===== src/rtl/axi_lite_slave_buf.sv =====
// rtl/axi_lite_slave_buf.sv - AXI4-Lite slave with registered handshakes, user strobe bus and range decode
// Optional feature macro: AXIL_SLV_UNALIGNED_ERR_EN (misaligned addresses answered with SLVERR).
module axi_lite_slave_buf #(
  parameter int                    ADDR_WIDTH = 32,
  parameter int                    DATA_WIDTH = 32,
  parameter logic [ADDR_WIDTH-1:0] BASE_ADDR  = '0,
  parameter int                    ADDR_SPAN  = 4096,
  parameter int                    RD_LATENCY = 1
) (
  input  logic                    aclk,
  input  logic                    aresetn,
  input  logic [ADDR_WIDTH-1:0]   awaddr,
  input  logic                    awvalid,
  output logic                    awready,
  input  logic [DATA_WIDTH-1:0]   wdata,
  input  logic [DATA_WIDTH/8-1:0] wstrb,
  input  logic                    wvalid,
  output logic                    wready,
  output logic [1:0]              bresp,
  output logic                    bvalid,
  input  logic                    bready,
  input  logic [ADDR_WIDTH-1:0]   araddr,
  input  logic                    arvalid,
  output logic                    arready,
  output logic [DATA_WIDTH-1:0]   rdata,
  output logic [1:0]              rresp,
  output logic                    rvalid,
  input  logic                    rready,
  output logic [ADDR_WIDTH-1:0]   user_wr_addr,
  output logic [DATA_WIDTH-1:0]   user_wr_data,
  output logic [DATA_WIDTH/8-1:0] user_wr_strb,
  output logic                    user_wr_en,
  input  logic [1:0]              user_wr_resp,
  output logic [ADDR_WIDTH-1:0]   user_rd_addr,
  output logic                    user_rd_en,
  input  logic [DATA_WIDTH-1:0]   user_rd_data,
  input  logic [1:0]              user_rd_resp
);
  localparam int                    STRB_WIDTH = DATA_WIDTH / 8;
  localparam logic [ADDR_WIDTH-1:0] SPAN_MASK  = ~ADDR_WIDTH'(ADDR_SPAN - 1);
`ifdef AXIL_SLV_UNALIGNED_ERR_EN
  localparam int                    LSB        = $clog2(STRB_WIDTH);
`endif

  // DECERR is evaluated last so it overrides SLVERR.
  function automatic logic [1:0] access_err(input logic [ADDR_WIDTH-1:0] addr);
    logic [1:0] err;
    err = 2'b00;
`ifdef AXIL_SLV_UNALIGNED_ERR_EN
    if (addr[LSB-1:0] != '0) err = 2'b10;
`endif
    if ((addr & SPAN_MASK) != BASE_ADDR) err = 2'b11;
    return err;
  endfunction

  logic                  aw_full_q, aw_full_d, w_full_q, w_full_d;
  logic [ADDR_WIDTH-1:0] aw_addr_q, aw_addr_d;
  logic [DATA_WIDTH-1:0] w_data_q, w_data_d;
  logic [STRB_WIDTH-1:0] w_strb_q, w_strb_d;
  logic                  awready_q, awready_d, wready_q, wready_d;
  logic                  wr_fire_q, wr_fire_d;
  logic [1:0]            wr_err_q, wr_err_d;
  logic                  user_wr_en_q, user_wr_en_d;
  logic [ADDR_WIDTH-1:0] user_wr_addr_q, user_wr_addr_d;
  logic [DATA_WIDTH-1:0] user_wr_data_q, user_wr_data_d;
  logic [STRB_WIDTH-1:0] user_wr_strb_q, user_wr_strb_d;
  logic                  bvalid_q, bvalid_d;
  logic [1:0]            bresp_q, bresp_d;

  logic                  ar_full_q, ar_full_d, rd_issued_q, rd_issued_d;
  logic [ADDR_WIDTH-1:0] ar_addr_q, ar_addr_d;
  logic                  arready_q, arready_d;
  logic [1:0]            rd_err_q, rd_err_d;
  logic [RD_LATENCY-1:0] rd_pipe_q, rd_pipe_d;
  logic                  user_rd_en_q, user_rd_en_d;
  logic [ADDR_WIDTH-1:0] user_rd_addr_q, user_rd_addr_d;
  logic                  rvalid_q, rvalid_d;
  logic [DATA_WIDTH-1:0] rdata_q, rdata_d;
  logic [1:0]            rresp_q, rresp_d;
  logic                  rd_fire;

  always_comb begin
    aw_full_d      = aw_full_q;
    aw_addr_d      = aw_addr_q;
    w_full_d       = w_full_q;
    w_data_d       = w_data_q;
    w_strb_d       = w_strb_q;
    wr_err_d       = wr_err_q;
    user_wr_en_d   = 1'b0;
    user_wr_addr_d = user_wr_addr_q;
    user_wr_data_d = user_wr_data_q;
    user_wr_strb_d = user_wr_strb_q;
    bvalid_d       = bvalid_q;
    bresp_d        = bresp_q;
    ar_full_d      = ar_full_q;
    ar_addr_d      = ar_addr_q;
    rd_issued_d    = rd_issued_q;
    rd_err_d       = rd_err_q;
    user_rd_en_d   = 1'b0;
    user_rd_addr_d = user_rd_addr_q;
    rvalid_d       = rvalid_q;
    rdata_d        = rdata_q;
    rresp_d        = rresp_q;

    if (awvalid && awready_q) begin
      aw_full_d = 1'b1;
      aw_addr_d = awaddr;
    end
    if (wvalid && wready_q) begin
      w_full_d = 1'b1;
      w_data_d = wdata;
      w_strb_d = wstrb;
    end

    // A fire token is issued even for rejected accesses so every response has the same latency.
    wr_fire_d = aw_full_q && w_full_q && !bvalid_q && !wr_fire_q;
    if (wr_fire_d) begin
      wr_err_d = access_err(aw_addr_q);
      if (access_err(aw_addr_q) == 2'b00) begin
        user_wr_en_d   = 1'b1;
        user_wr_addr_d = aw_addr_q;
        user_wr_data_d = w_data_q;
        user_wr_strb_d = w_strb_q;
      end
    end
    if (wr_fire_q) begin
      aw_full_d = 1'b0;
      w_full_d  = 1'b0;
      bvalid_d  = 1'b1;
      bresp_d   = (wr_err_q != 2'b00) ? wr_err_q : user_wr_resp;
    end
    if (bvalid_q && bready) bvalid_d = 1'b0;

    if (arvalid && arready_q) begin
      ar_full_d = 1'b1;
      ar_addr_d = araddr;
    end
    rd_fire = ar_full_q && !rd_issued_q;
    if (rd_fire) begin
      rd_issued_d = 1'b1;
      rd_err_d    = access_err(ar_addr_q);
      if (access_err(ar_addr_q) == 2'b00) begin
        user_rd_en_d   = 1'b1;
        user_rd_addr_d = ar_addr_q;
      end
    end
    rd_pipe_d = (rd_pipe_q << 1) | RD_LATENCY'(rd_fire);
    if (rd_pipe_q[RD_LATENCY-1]) begin
      rvalid_d = 1'b1;
      rdata_d  = (rd_err_q != 2'b00) ? '0 : user_rd_data;
      rresp_d  = (rd_err_q != 2'b00) ? rd_err_q : user_rd_resp;
    end
    if (rvalid_q && rready) begin
      rvalid_d    = 1'b0;
      ar_full_d   = 1'b0;
      rd_issued_d = 1'b0;
    end

    awready_d = !aw_full_d;
    wready_d  = !w_full_d;
    arready_d = !ar_full_d;
  end

  always_ff @(posedge aclk) begin
    if (!aresetn) begin
      aw_full_q      <= 1'b0;
      aw_addr_q      <= '0;
      w_full_q       <= 1'b0;
      w_data_q       <= '0;
      w_strb_q       <= '0;
      awready_q      <= 1'b0;
      wready_q       <= 1'b0;
      wr_fire_q      <= 1'b0;
      wr_err_q       <= 2'b00;
      user_wr_en_q   <= 1'b0;
      user_wr_addr_q <= '0;
      user_wr_data_q <= '0;
      user_wr_strb_q <= '0;
      bvalid_q       <= 1'b0;
      bresp_q        <= 2'b00;
      ar_full_q      <= 1'b0;
      ar_addr_q      <= '0;
      rd_issued_q    <= 1'b0;
      arready_q      <= 1'b0;
      rd_err_q       <= 2'b00;
      rd_pipe_q      <= '0;
      user_rd_en_q   <= 1'b0;
      user_rd_addr_q <= '0;
      rvalid_q       <= 1'b0;
      rdata_q        <= '0;
      rresp_q        <= 2'b00;
    end else begin
      aw_full_q      <= aw_full_d;
      aw_addr_q      <= aw_addr_d;
      w_full_q       <= w_full_d;
      w_data_q       <= w_data_d;
      w_strb_q       <= w_strb_d;
      awready_q      <= awready_d;
      wready_q       <= wready_d;
      wr_fire_q      <= wr_fire_d;
      wr_err_q       <= wr_err_d;
      user_wr_en_q   <= user_wr_en_d;
      user_wr_addr_q <= user_wr_addr_d;
      user_wr_data_q <= user_wr_data_d;
      user_wr_strb_q <= user_wr_strb_d;
      bvalid_q       <= bvalid_d;
      bresp_q        <= bresp_d;
      ar_full_q      <= ar_full_d;
      ar_addr_q      <= ar_addr_d;
      rd_issued_q    <= rd_issued_d;
      arready_q      <= arready_d;
      rd_err_q       <= rd_err_d;
      rd_pipe_q      <= rd_pipe_d;
      user_rd_en_q   <= user_rd_en_d;
      user_rd_addr_q <= user_rd_addr_d;
      rvalid_q       <= rvalid_d;
      rdata_q        <= rdata_d;
      rresp_q        <= rresp_d;
    end
  end

  assign awready      = awready_q;
  assign wready       = wready_q;
  assign bvalid       = bvalid_q;
  assign bresp        = bresp_q;
  assign arready      = arready_q;
  assign rvalid       = rvalid_q;
  assign rdata        = rdata_q;
  assign rresp        = rresp_q;
  assign user_wr_en   = user_wr_en_q;
  assign user_wr_addr = user_wr_addr_q;
  assign user_wr_data = user_wr_data_q;
  assign user_wr_strb = user_wr_strb_q;
  assign user_rd_en   = user_rd_en_q;
  assign user_rd_addr = user_rd_addr_q;
endmodule


===== config.mk =====
export PLATFORM = sky130hd
export DESIGN_NAME = axi_lite_slave_buf
export DESIGN_NICKNAME = d
export VERILOG_FILES = /design/src/rtl/axi_lite_slave_buf.sv
export SDC_FILE = /design/constraint.sdc
export NUM_CORES = 1
export LEC_CHECK = 0
export ABC_AREA = 1
export CAP_MARGIN = 20
export CORE_MARGIN = 2
export CORE_UTILIZATION = 45
export DETAILED_ROUTE_END_ITERATION = 8
export HOLD_SLACK_MARGIN = 0.15
export PLACE_DENSITY_LB_ADDON = 0.3
export SLEW_MARGIN = 20
export SYNTH_ARGS = -nofsm -noshare
export SYNTH_HDL_FRONTEND = slang
export SYNTH_SLANG_ARGS = --single-unit

===== constraint.sdc =====
create_clock -name aclk -period 1.55 [get_ports aclk]
set_input_delay 0.31 -clock aclk [delete_from_list [all_inputs] [get_ports aclk]]
set_output_delay 0.31 -clock aclk [all_outputs]
set_load 0.01 [all_outputs]

==> flow_metrics.tcl, run 1 <==
set metrics [dict create \
    result_of_the_run "finished clean" \
    groute.usage.overall_pct 21.3 \
    initial_core_util_pct 46.0 \
    post-route-drc-count 0 \
    setup.worst_path.class "register to output port" \
    critPathCaptureType "output port" \
    synthesis.yosys.warnings 0 \
    fp.coreArea_um2 19500 \
    io_pins 286 \
    synth_top_cell_by_area "sky130_fd_sc_hd__dfxtp_1" \
    placementRows 51 \
    final_layout_size_suffix_gt1_share_pct 7.24 \
    required_ns 1.24 \
    postRouteAntennaNets 0 \
    placement.io_buffers 285 \
    setup_tns_ns 0 \
    h-tree-depth 1 \
    finalMaxSlewViolations 0 \
    vias_in_the_first_global_route 7578 \
    cts_root_buffer "sky130_fd_sc_hd__clkbuf_16" \
    worst_clock_skew_ns 0.0241 \
    gp_congestion 0.766 \
    min_hold_slack_ns 0.341 \
    start_kind "register" \
    synth-seq-area-share_pct 55.9 \
    grt_antenna_before_repair 0 \
    wl_met2_mm 11.1 \
    hold_violation_total_from_the_final_report 0 \
    tritoncts_clock_tree "yes" \
    routed_wl_mm 23.5 \
    pwr-share-seq_pct 46.5 \
    chipHeight_um 145 \
    worst-r2r-cell-count 8 \
    p_int_uw 11500 \
    syn_inst 1188 \
    pwr_density_cell_nw_per_um2 1140 \
    worst-slew-pin-transition_ns 0.401 \
    wire_per_inst_um 13.5 \
    wl_met1_mm 9.71 \
    timing.slew.headroom_pct 73.2 \
    crit_chain "dlygate4sd2_1" \
    static_leakage_power_uw 0.00652 \
    switching_share_pct 21.9 \
    first_pass_iters 5 \
    synth_top_area_share_pct 55.9 \
    areaGrowthSynthToFinish_pct 44.1 \
    synth_nets 1331 \
    detailroute.wirelength.met3_mm 1.97 \
    maxClockFrequency_ghz 0.659 \
    netlist_area_um2 8990 \
    critPathTopFamily "flip-flops" \
    cap_viol_max_count 0 \
    grt-ovfl-total 0 \
    largest_fanout_of_any_net_on_the_critical_path 2 \
    avgSynthCellArea_um2 7.57 \
    antenna-diode-count 0 \
    power.combinational.fraction_pct 8.6 \
    final_period_minus_worst_setup_slack_ns 1.52 \
    highest_layer "met4" \
    die_area_um2 21100 \
    die_width_um 145 \
    critical_path.max_stage_delay_ns 0.37 \
    cts_made_buffers 26 \
    post_detailed_route_via_to_cell_ratio 4.61 \
    post-dp-hpwl_mm 15.8 \
    finalSetupViolations 0 \
    power.net_switching_uw 3210 \
    cp_slowest_cell "sky130_fd_sc_hd__dfxtp_1" \
    path_depth 1 \
    clkTransAtPathRegs_ns 0.06 \
    post_synth_num_cell_types 21 \
    cts_setup_buffers 0 \
    route.vias.total 8037 \
    initial_drt_markers 405 \
    cts_num_sinks 251 \
    synth-seq-cells 251 \
    synth_top_cells_by_area "sky130_fd_sc_hd__dfxtp_1, sky130_fd_sc_hd__nor2_1, sky130_fd_sc_hd__nand2_1" \
    hold_depth 2 \
    final_min_period_over_clock_period_pct 98.0 \
    clock_insertion_delay_worst_skew_ns 0.53 \
    final_net_count 1602 \
    grt_pass1_wl_mm 37.6 \
    min_path_type "input pin to register" \
    largest_net_degree_at_the_start_of_global_routing 110 \
    worstPathBufferInverterCount 1 \
    share_clk_of_total_power_pct 44.9 \
    vdd_ir_drop_max_v 0.000873 \
    clk_path_buf_depth 3 \
    final_cell_mix "sky130_fd_sc_hd__nor2_1, sky130_fd_sc_hd__dfxtp_1, sky130_fd_sc_hd__nand2_1" \
    arr_time_crit_path_ns 1.21 \
    layout_commonest_cell "sky130_fd_sc_hd__nor2_1" \
]
-- cells by family (layout without fill, tap and decap cells) --
family / Yosys count / after routing / synth area share (%)
buffers and inverters: 186 / 476 / 8.71
and+or+nand+nor: 606 / 606 / 27.1
DFF: 251 / 251 / 55.9
AOI/OAI and AO/OA: 145 / 145 / 8.25
-- layout make-up --
class	count	area (um2)
fillers	1741	6580
flip-flops and latches	251	5020
multi-input cells	751	3200
repair buffers	311	3030
clock buffers	38	777
inverters	118	443
well taps	265	332
clock inverters	9	145
-- timing repair --
action / CTS / global route
gates cloned: 0 / 1
setup endpoints to repair: 143 / 35
gates resized for setup: 144 / 4
hold buffers: 1 / 0
endpoints found under the hold margin: 7 / 0
-- path summary, 6_finish.rpt --
check / start / end / slack (ns)
worst min-delay path: bready / bvalid$_SDFFE_PP0P_ / 0.34
worst max register to register: wr_fire_q$_SDFF_PN0_ / user_wr_data[11]$_SDFFE_PN0P_ / 0.11
worst min register to register: user_wr_addr[29]$_SDFFE_PN0P_ / user_wr_addr[29]$_SDFFE_PN0P_ / 0.44
worst max-delay path: bresp[0]$_SDFFE_PN0P_ / bresp[0] / 0.03
-- routing by layer --
metal  vias up  track usage, %
met5         -               0
met4         0            6.42
met3        48            6.24
met2       255            35.9
met1      3576            26.6
li1       4158               -
-- registers in the layout, indices dropped and copies added (netlist names), 2 cells and up --
| register | count |
|---|---|
| user_wr_strb | 4 |
| rresp | 2 |
| rdata | 32 |
| bresp | 2 |
| user_wr_data | 32 |
| user_rd_addr | 32 |
| w_strb_q | 4 |
| w_data_q | 32 |
| ar_addr_q | 32 |
| aw_addr_q | 32 |
| user_wr_addr | 32 |
-- stage by stage --
stage               worst slack, ns  power [uW]  cells  instance area (um2)  utilization, %
finish                       0.0315       14700   1743                13000            66.3
global route              -0.000267       15300   1743                13000            66.3
CTS                         0.00620       14900   1742                12900            66.2
detailed placement           0.0675        8270   1694                12200            62.3
global placement             0.0992        8250   1694                12200            62.3
floorplan                     0.269        7570   1188                 8990               -
-- synth_stat cells (all sizes together) --
master	instances
dfxtp	251
a21oi	36
inv	117
clkbuf	37
o221a	2
nor3	2
buf	31
o22ai	1
nand3	42
o21ai	105
clkinv	1
a211oi	1
nand2	202
nor2	360
-- power groups by stage --
| stage | sequential (uW) | clock [uW] | combinational [uW] |
|---|---|---|---|
| floorplan | 6980 | 0 | 594 |
| global placement | 6980 | 0 | 1270 |
| detailed placement | 6980 | 0 | 1290 |
| CTS | 6840 | 6750 | 1270 |
| global route | 6870 | 7010 | 1410 |
| finish | 6840 | 6600 | 1260 |
Power figures use the tool's default switching activity.
==> inputs of run 2 (changes only) <==
--- a/config.mk
+++ b/config.mk
@@ -6,13 +6,13 @@
 export NUM_CORES = 1
 export LEC_CHECK = 0
 export ABC_AREA = 1
-export CAP_MARGIN = 20
+export CAP_MARGIN = 10
 export CORE_MARGIN = 2
 export CORE_UTILIZATION = 45
 export DETAILED_ROUTE_END_ITERATION = 8
 export HOLD_SLACK_MARGIN = 0.15
 export PLACE_DENSITY_LB_ADDON = 0.3
-export SLEW_MARGIN = 20
+export SLEW_MARGIN = 10
 export SYNTH_ARGS = -nofsm -noshare
 export SYNTH_HDL_FRONTEND = slang
 export SYNTH_SLANG_ARGS = --single-unit
==> results of run 2 <==
No change in the layout: final DEF, timing and power equal those of run 1.
